**src/rtl/alu_seq.sv**
```systemverilog
`default_nettype none
// ============================================================================
// Module   : alu_seq
// Brief    : Handshaked 16-opcode ALU with accumulator, status flags and an
//            optional iterative restoring divider (enabled by ALU_DIV_EN).
// Revision : 1.0 - initial release
// ============================================================================
module alu_seq #(
    parameter int WIDTH = 8
) (
    input  logic             clk,
    input  logic             rst_n,
    input  logic             in_valid,
    output logic             in_ready,
    input  logic [3:0]       op,
    input  logic [WIDTH-1:0] a,
    input  logic [WIDTH-1:0] b,
    output logic             out_valid,
    input  logic             out_ready,
    output logic [WIDTH-1:0] result,
    output logic             flag_zero,
    output logic             flag_carry,
    output logic             flag_err
);

    localparam logic [3:0] c_OP_ADD  = 4'd0;
    localparam logic [3:0] c_OP_SUB  = 4'd1;
    localparam logic [3:0] c_OP_MUL  = 4'd2;
    localparam logic [3:0] c_OP_DIV  = 4'd3;
    localparam logic [3:0] c_OP_ADDA = 4'd4;
    localparam logic [3:0] c_OP_MULA = 4'd5;
    localparam logic [3:0] c_OP_MAC  = 4'd6;
    localparam logic [3:0] c_OP_ROL  = 4'd7;
    localparam logic [3:0] c_OP_ROR  = 4'd8;
    localparam logic [3:0] c_OP_AND  = 4'd9;
    localparam logic [3:0] c_OP_OR   = 4'd10;
    localparam logic [3:0] c_OP_XOR  = 4'd11;
    localparam logic [3:0] c_OP_NAND = 4'd12;
    localparam logic [3:0] c_OP_EQ   = 4'd13;
    localparam logic [3:0] c_OP_GT   = 4'd14;
    localparam logic [3:0] c_OP_LT   = 4'd15;

    localparam logic [0:0] c_S_IDLE = 1'b0;
`ifdef ALU_DIV_EN
    localparam logic [0:0] c_S_DIV  = 1'b1;
    localparam int         CW       = $clog2(WIDTH);
    localparam logic [CW-1:0] c_CNT_INIT = CW'(WIDTH - 1);
`endif

    logic [0:0]       r_state;
    logic             r_out_valid;
    logic [WIDTH-1:0] r_result;
    logic             r_zero;
    logic             r_carry;
    logic             r_err;
    logic [WIDTH-1:0] r_acc;

    logic             w_accept;
    logic [WIDTH-1:0] w_res;
    logic             w_carry;
    logic             w_err;
    logic [WIDTH:0]   w_sum;
    logic [WIDTH:0]   w_diff;
    logic [WIDTH:0]   w_adda;
    logic [WIDTH:0]   w_mac;
    logic [WIDTH-1:0] w_mul_ab;
    logic [WIDTH-1:0] w_mul_acc;

    assign in_ready   = (r_state == c_S_IDLE) && (!r_out_valid || out_ready) && rst_n;
    assign w_accept   = in_valid && in_ready;
    assign out_valid  = r_out_valid;
    assign result     = r_result;
    assign flag_zero  = r_zero;
    assign flag_carry = r_carry;
    assign flag_err   = r_err;

    // Products are sized to WIDTH so only the low half is ever built.
    assign w_sum     = {1'b0, a} + {1'b0, b};
    assign w_diff    = {1'b0, a} - {1'b0, b};
    assign w_adda    = {1'b0, r_acc} + {1'b0, a};
    assign w_mul_ab  = a * b;
    assign w_mul_acc = r_acc * a;
    assign w_mac     = {1'b0, r_acc} + {1'b0, w_mul_ab};

    always_comb begin
        w_res   = '0;
        w_carry = 1'b0;
        w_err   = 1'b0;
        case (op)
            c_OP_ADD:  {w_carry, w_res} = w_sum;
            c_OP_SUB:  {w_carry, w_res} = w_diff;
            c_OP_MUL:  w_res = w_mul_ab;
            c_OP_DIV:  w_err = 1'b1;
            c_OP_ADDA: {w_carry, w_res} = w_adda;
            c_OP_MULA: w_res = w_mul_acc;
            c_OP_MAC:  {w_carry, w_res} = w_mac;
            c_OP_ROL:  w_res = {a[WIDTH-2:0], a[WIDTH-1]};
            c_OP_ROR:  w_res = {a[0], a[WIDTH-1:1]};
            c_OP_AND:  w_res = a & b;
            c_OP_OR:   w_res = a | b;
            c_OP_XOR:  w_res = a ^ b;
            c_OP_NAND: w_res = ~(a & b);
            c_OP_EQ:   w_res = {WIDTH{a == b}};
            c_OP_GT:   w_res = {WIDTH{a > b}};
            c_OP_LT:   w_res = {WIDTH{a < b}};
            default:   w_res = '0;
        endcase
    end

`ifdef ALU_DIV_EN
    logic [WIDTH-1:0] r_rem;
    logic [WIDTH-1:0] r_quo;
    logic [WIDTH-1:0] r_dvs;
    logic [CW-1:0]    r_cnt;
    logic             r_dz;

    logic [WIDTH:0]   w_shift;
    logic [WIDTH:0]   w_trial;
    logic             w_qbit;
    logic [WIDTH-1:0] w_rem_nxt;
    logic [WIDTH-1:0] w_quo_nxt;
    logic [WIDTH-1:0] w_div_res;

    // r_quo starts as the dividend and is shifted out MSB-first into the
    // partial remainder while quotient bits shift in at the bottom.
    assign w_shift   = {r_rem, r_quo[WIDTH-1]};
    assign w_trial   = w_shift - {1'b0, r_dvs};
    assign w_qbit    = ~w_trial[WIDTH];
    assign w_rem_nxt = w_qbit ? w_trial[WIDTH-1:0] : w_shift[WIDTH-1:0];
    assign w_quo_nxt = {r_quo[WIDTH-2:0], w_qbit};
    assign w_div_res = r_dz ? {WIDTH{1'b1}} : w_quo_nxt;
`endif

    always_ff @(posedge clk) begin
        if (!rst_n) begin
            r_state     <= c_S_IDLE;
            r_out_valid <= 1'b0;
            r_result    <= '0;
            r_zero      <= 1'b0;
            r_carry     <= 1'b0;
            r_err       <= 1'b0;
            r_acc       <= '0;
`ifdef ALU_DIV_EN
            r_rem       <= '0;
            r_quo       <= '0;
            r_dvs       <= '0;
            r_cnt       <= '0;
            r_dz        <= 1'b0;
`endif
        end else begin
            case (r_state)
                c_S_IDLE: begin
                    if (r_out_valid && out_ready) begin
                        r_out_valid <= 1'b0;
                    end
                    if (w_accept) begin
`ifdef ALU_DIV_EN
                        if (op == c_OP_DIV) begin
                            r_state <= c_S_DIV;
                            r_rem   <= '0;
                            r_quo   <= a;
                            r_dvs   <= b;
                            r_dz    <= (b == '0);
                            r_cnt   <= c_CNT_INIT;
                        end else
`endif
                        begin
                            r_out_valid <= 1'b1;
                            r_result    <= w_res;
                            r_zero      <= (w_res == '0);
                            r_carry     <= w_carry;
                            r_err       <= w_err;
                            r_acc       <= w_res;
                        end
                    end
                end
`ifdef ALU_DIV_EN
                c_S_DIV: begin
                    r_rem <= w_rem_nxt;
                    r_quo <= w_quo_nxt;
                    r_cnt <= r_cnt - CW'(1);
                    if (r_cnt == '0) begin
                        r_state     <= c_S_IDLE;
                        r_out_valid <= 1'b1;
                        r_result    <= w_div_res;
                        r_zero      <= (w_div_res == '0);
                        r_carry     <= 1'b0;
                        r_err       <= r_dz;
                        r_acc       <= w_div_res;
                    end
                end
`endif
                default: r_state <= c_S_IDLE;
            endcase
        end
    end

endmodule
`default_nettype wire
```
**config.mk**
```make
export PLATFORM = sky130hd
export DESIGN_NAME = alu_seq
export DESIGN_NICKNAME = d
export VERILOG_FILES = /design/src/rtl/alu_seq.sv
export SDC_FILE = /design/constraint.sdc
export NUM_CORES = 1
export LEC_CHECK = 0
export ABC_AREA = 1
export CORE_AREA = 2 2 128 161
export DETAILED_ROUTE_END_ITERATION = 7
export DIE_AREA = 0 0 130 163
export SLEW_MARGIN = 30
export SYNTH_ARGS = -nofsm -noshare
export SYNTH_HDL_FRONTEND = slang
export SYNTH_SLANG_ARGS = --single-unit
export TNS_END_PERCENT = 10
```
**constraint.sdc**
```tcl
create_clock -name clk -period 7.24 [get_ports clk]
set_clock_uncertainty 0.15 [all_clocks]
set_input_delay 1.448 -clock clk [delete_from_list [all_inputs] [get_ports clk]]
set_output_delay 1.448 -clock clk [all_outputs]
set_load 0.01 [all_outputs]
```
Yosys cells after proc, flatten, opt, wreduce, memory -nomap -nowiden. Index checks and enable logic that the tools add are counted.

Flip-flop bits (word level): 12. Input bits: 24. Output and inout port bits: 13. Word-level logic and storage cells: 46.

Add/subtract/negate cells: 4. Multiply operators: 2. Order comparisons: 2. Eq/ne operators: 16. Multiplexer cells: 5. Bitwise operators: 4. Reduce and logical (&&, ||, !) cells: 8.

Operators by type and width (count): $pmux W8 S15 (1); $eq A4 B4 Y1 const B (8); $add A8 B8 Y9 (3); $eq A4 B3 Y1 const B (4); $mul A8 B8 Y8 (2); $sub A8 B8 Y9 (1); $and A8 B8 Y8 (1); $eq A4 B2 Y1 const B (2); $eq A8 B8 Y1 (1); $gt A8 B8 Y1 (1); $logic_not A8 Y1 (1); $lt A8 B8 Y1 (1); $not A8 Y8 (1); $or A8 B8 Y8 (1); $xor A8 B8 Y8 (1); $eq A4 B1 Y1 const B (1); $logic_not A4 Y1 (1); $pmux W1 S4 (1); $logic_and A1 B1 Y1 (3); $mux W1 (3); $reduce_bool A2 Y1 (1); $logic_not A1 Y1 (1); $logic_or A1 B1 Y1 (1).

Depth between registers and ports, before layout.
Word-level depth: 5. Gate-level depth with buffers: 31. Depth with buffers taken out: 29.

Worst setup path before layout. Ideal clock, no wire load.

Path type: input to register. Start point: input port a[1]. End point: register r_zero, in the netlist flag_zero. Data arrival time: 5885 ps. Setup slack: 1139 ps. Stages on the path: 29. Buffers on the path: 2. Cells stage by stage: buf_2 clkbuf_1 nand2_1 fa_1 fa_1 inv_1 fa_1 fa_1 ha_1 a21oi_1 nand2_1 nand2_1 nand2_1 inv_1 nand2_1 nand2_1 inv_1 nand2_1 nand2_1 ha_1 inv_1 nand3_1 nand3_1 o21ai_0 nor2_1 nand3_1 nor2_1 nand3_1 a21oi_2.

Cells in the longest elaborated chain, start to end: 4.

RTL lines: from (decl) (line 16) `input logic [WIDTH-1:0] a,`; $mul A8 B8 Y8 / $and A8 B8 Y8 (equally long branches) (line 81, 99, 102); $add A8 B8 Y9 / $not A8 Y8 (equally long branches) (line 83, 102); $pmux W8 S15 * (line 89) `case (op)`; $logic_not A8 Y1 * (line 170) `r_zero <= (w_res == '0);`; to (signal assigned) (line 170); to (decl) (line 53) `logic r_zero;`.

Every way passes the cells marked *; elsewhere a longest branch is shown, timed or not. A chain may end at the register's enable or synchronous reset.

Worst setup path in the final report.
Start point: input port a[3]. End point: register r_zero, in the netlist flag_zero.

The elaborated chain is that of the path after synthesis.

==> results <==
## cell type report
| class | instances | share of cell area, % |
|---|---|---|
| multi-input combinational | 610 | 68.95 |
| clock buffer | 3 | 1.350 |
| inverter | 176 | 11.88 |
| sequential | 12 | 4.319 |
| timing repair buffer | 43 | 7.424 |
| tap | 270 | 6.074 |
## where the power goes
| group | switching, µW | internal, µW | total [µW] |
|---|---|---|---|
| clock network | 28.5 | 71.9 | 100 |
| logic | 358 | 220 | 578 |
| registers | 21.1 | 72.7 | 93.8 |
## cells in the mapped netlist (all sizes together), types with 5 or more instances
cell | n | area share (%)
a21oi | 31 | 3.3
nand2 | 249 | 20
ha | 72 | 19
inv | 176 | 14
fa | 28 | 12
o21ai | 35 | 3.6
nand3 | 66 | 6.8
buf | 15 | 2.2
xnor2 | 5 | 0.90
nand4 | 22 | 2.8
dfxtp | 12 | 4.9
nor2 | 60 | 5.1
o22ai | 8 | 1.0
## cell usage in the layout (no fill, tap or decap), types with 5 or more instances in the layout
cell type	Yosys	layout
nand2_1	239	239
inv_1	161	161
ha_1	72	72
nand3_1	66	66
nor2_1	53	53
clkdlybuf4s50_1	0	36
a21oi_1	29	29
fa_1	28	28
o21ai_0	23	23
nand4_1	22	22
inv_2	15	15
o21ai_1	12	12
dfxtp_1	12	12
nand2_2	8	8
o22ai_1	8	8
buf_4	3	7
nor2_2	6	6
xnor2_1	5	5
## tightest hold or removal path, delay by kind of cell, from the launching register on
| kind | cells | cell delay (ps) |
|---|---|---|
| DFF | 1 | 320 |
| and+or+nand+nor | 1 | 70 |
| AOI/OAI and AO/OA | 1 | 60 |
## kinds of logic after synthesis
| group | count (synthesis) | share of synthesized area, % |
|---|---|---|
| AND/OR/NAND/NOR | 405 | 35.64 |
| buffers and inverters | 195 | 16.12 |
| adder cells (fa/ha/maj) | 100 | 30.08 |
| AO/OA/AOI/OAI | 96 | 11.59 |
| flip-flops | 12 | 4.945 |
| XOR/XNOR | 9 | 1.622 |
## metal layers
layer / part of all wire (%) / vias up / wire length [µm]
met3: 4.6 / 57 / 755
met4: 5.0 / 0 / 821
met1: 41 / 2414 / 6706
li1: - / 2626 / -
met2: 50 / 177 / 8233
met5: 0 / - / 0
## final timing paths
| path | to | slack, ps | cells past startpoint | start |
|---|---|---|---|---|
| worst min register to register | flag_err | 340 | 2 | flag_err |
| worst max-delay path | flag_zero | 660 | 29 | a[3] |
| worst max register to register | flag_zero | 2700 | 20 | r_acc[2] |
| worst min-delay path | flag_err | 340 | 2 | flag_err |
## state kept, by name, indices dropped and copies added (netlist names)
name        count
flag_err        1
r_acc           8
flag_carry      1
out_valid       1
flag_zero       1
## metrics by stage
| step | cell area (µm²) | total power [µW] | cells |
|---|---|---|---|
| finish | 5562 | 771.9 | 1114 |
| global route | 5562 | 863.3 | 1114 |
| CTS | 5562 | 774.9 | 1114 |
| detailed placement | 5487 | 670.4 | 1111 |
| global placement | 5487 | 664.2 | 1111 |
| floorplan | 4858 | 505.6 | 817 |
==> metrics.txt <==
via count=5274; Max Slew Vio Count=0; family with the most delay on the worst path=adder cells; #FFs+latches synth=12; root buffer cell=clkbuf_16; setup slack after layout=~660 ps; fin util=28.07%; Worst path slowest cell=clkdlybuf4s50_1; GR peak layer=met2; Yosys cell types=37; H-tree levels=1; routed wire length=16520 µm; postcts setup bufs=0; count of hold-fix buffers inserted at cts=0; CP most frequent cell=nand2_1; kind of critical path=primary input to flip-flop; CTS buffer count=3; CTS resizes=0; max cap viols=0; initial antenna violation count=0; CP max stage delay=roughly 700 ps; Area growth, synth to finish=14.47%; routability cong.=0.9752; status=completed; Hold WC Path Type=flip-flop to flip-flop; Final Cycle Share=around nine tenths; footprint of the multi-input gates=0.003835 mm²; CP arrival=~6600 ps; minimum clock period=6576 ps; pwr dens=between 100 and 150 mW/mm²; Slew Limit Headroom=62.23%; CP Data Required Time=7270 ps; Final Hold Fails=0; # diodes=0; nets@finish=970; routed length per instance=14.83 µm; Fill cells=2223; overall die width=about 130 µm; Lkg Pwr=0.003265 µW; Post-DRT Antenna Nets=0; sequential share of the synthesized area=under 10%; Buf/Inv on CP=6; Detailed Place HPWL=13810 µm; Post-Syn Area per Cell=5.947 µm²; TritonCTS Sinks=12; Synth async-reset ratio=0%; CTS Buffer Depth=2; Vias per Instance=4.734; number of global-route vias before repair=5144; Worst Path Max Fanout=8; Hold Slack=337.3 ps; IO Count=37; warnings from Yosys=0; layout cell share with drive strength beyond 1=under 10%; Worst-Margin Slew=565.3 ps; Synth Flop Type=dfxtp_1; starting density of the core=24.52%; area of the mapped netlist=slightly below 0.005 mm²; Setup violations, final=0; DR DRC count=0; met3 Track Usage GR=1.314%; RSZ-0062 raised after global routing=no; Reg clk slew, reported paths=around 40 ps; cell count after synthesis=between 800 and 900; Setup TNS=0 ps; grt total ovfl=0; PortBufs=36; Post-synth EDFFs=0; drt initial violations=409; total track usage=roughly 16%; Critical Path Source Type=primary input; Pre-antenna DRT Iters=5; largest net degree at the start of global routing=21; row cnt=58; core area=0.01981 mm²; FF/Latch Area=240.2 µm²; Die Ht=163 µm; GR met1 Demand/Resource=a little under a fifth; VDD IR max=roughly 0.000056 V; later-pin clock latency in the skew report=about 240 ps; Net Count, Synth=941; first-pass GRT wire length=26590 µm; Max Fclk=152.1 MHz; CP endpoint kind=flip-flop; met2 GRT Util=between 20% and 30%; die area=approximately 0.021 mm²; setup slack at placement=443.2 ps; CTS tree=yes
No activity file was read; power rests on OpenSTA's default activity.
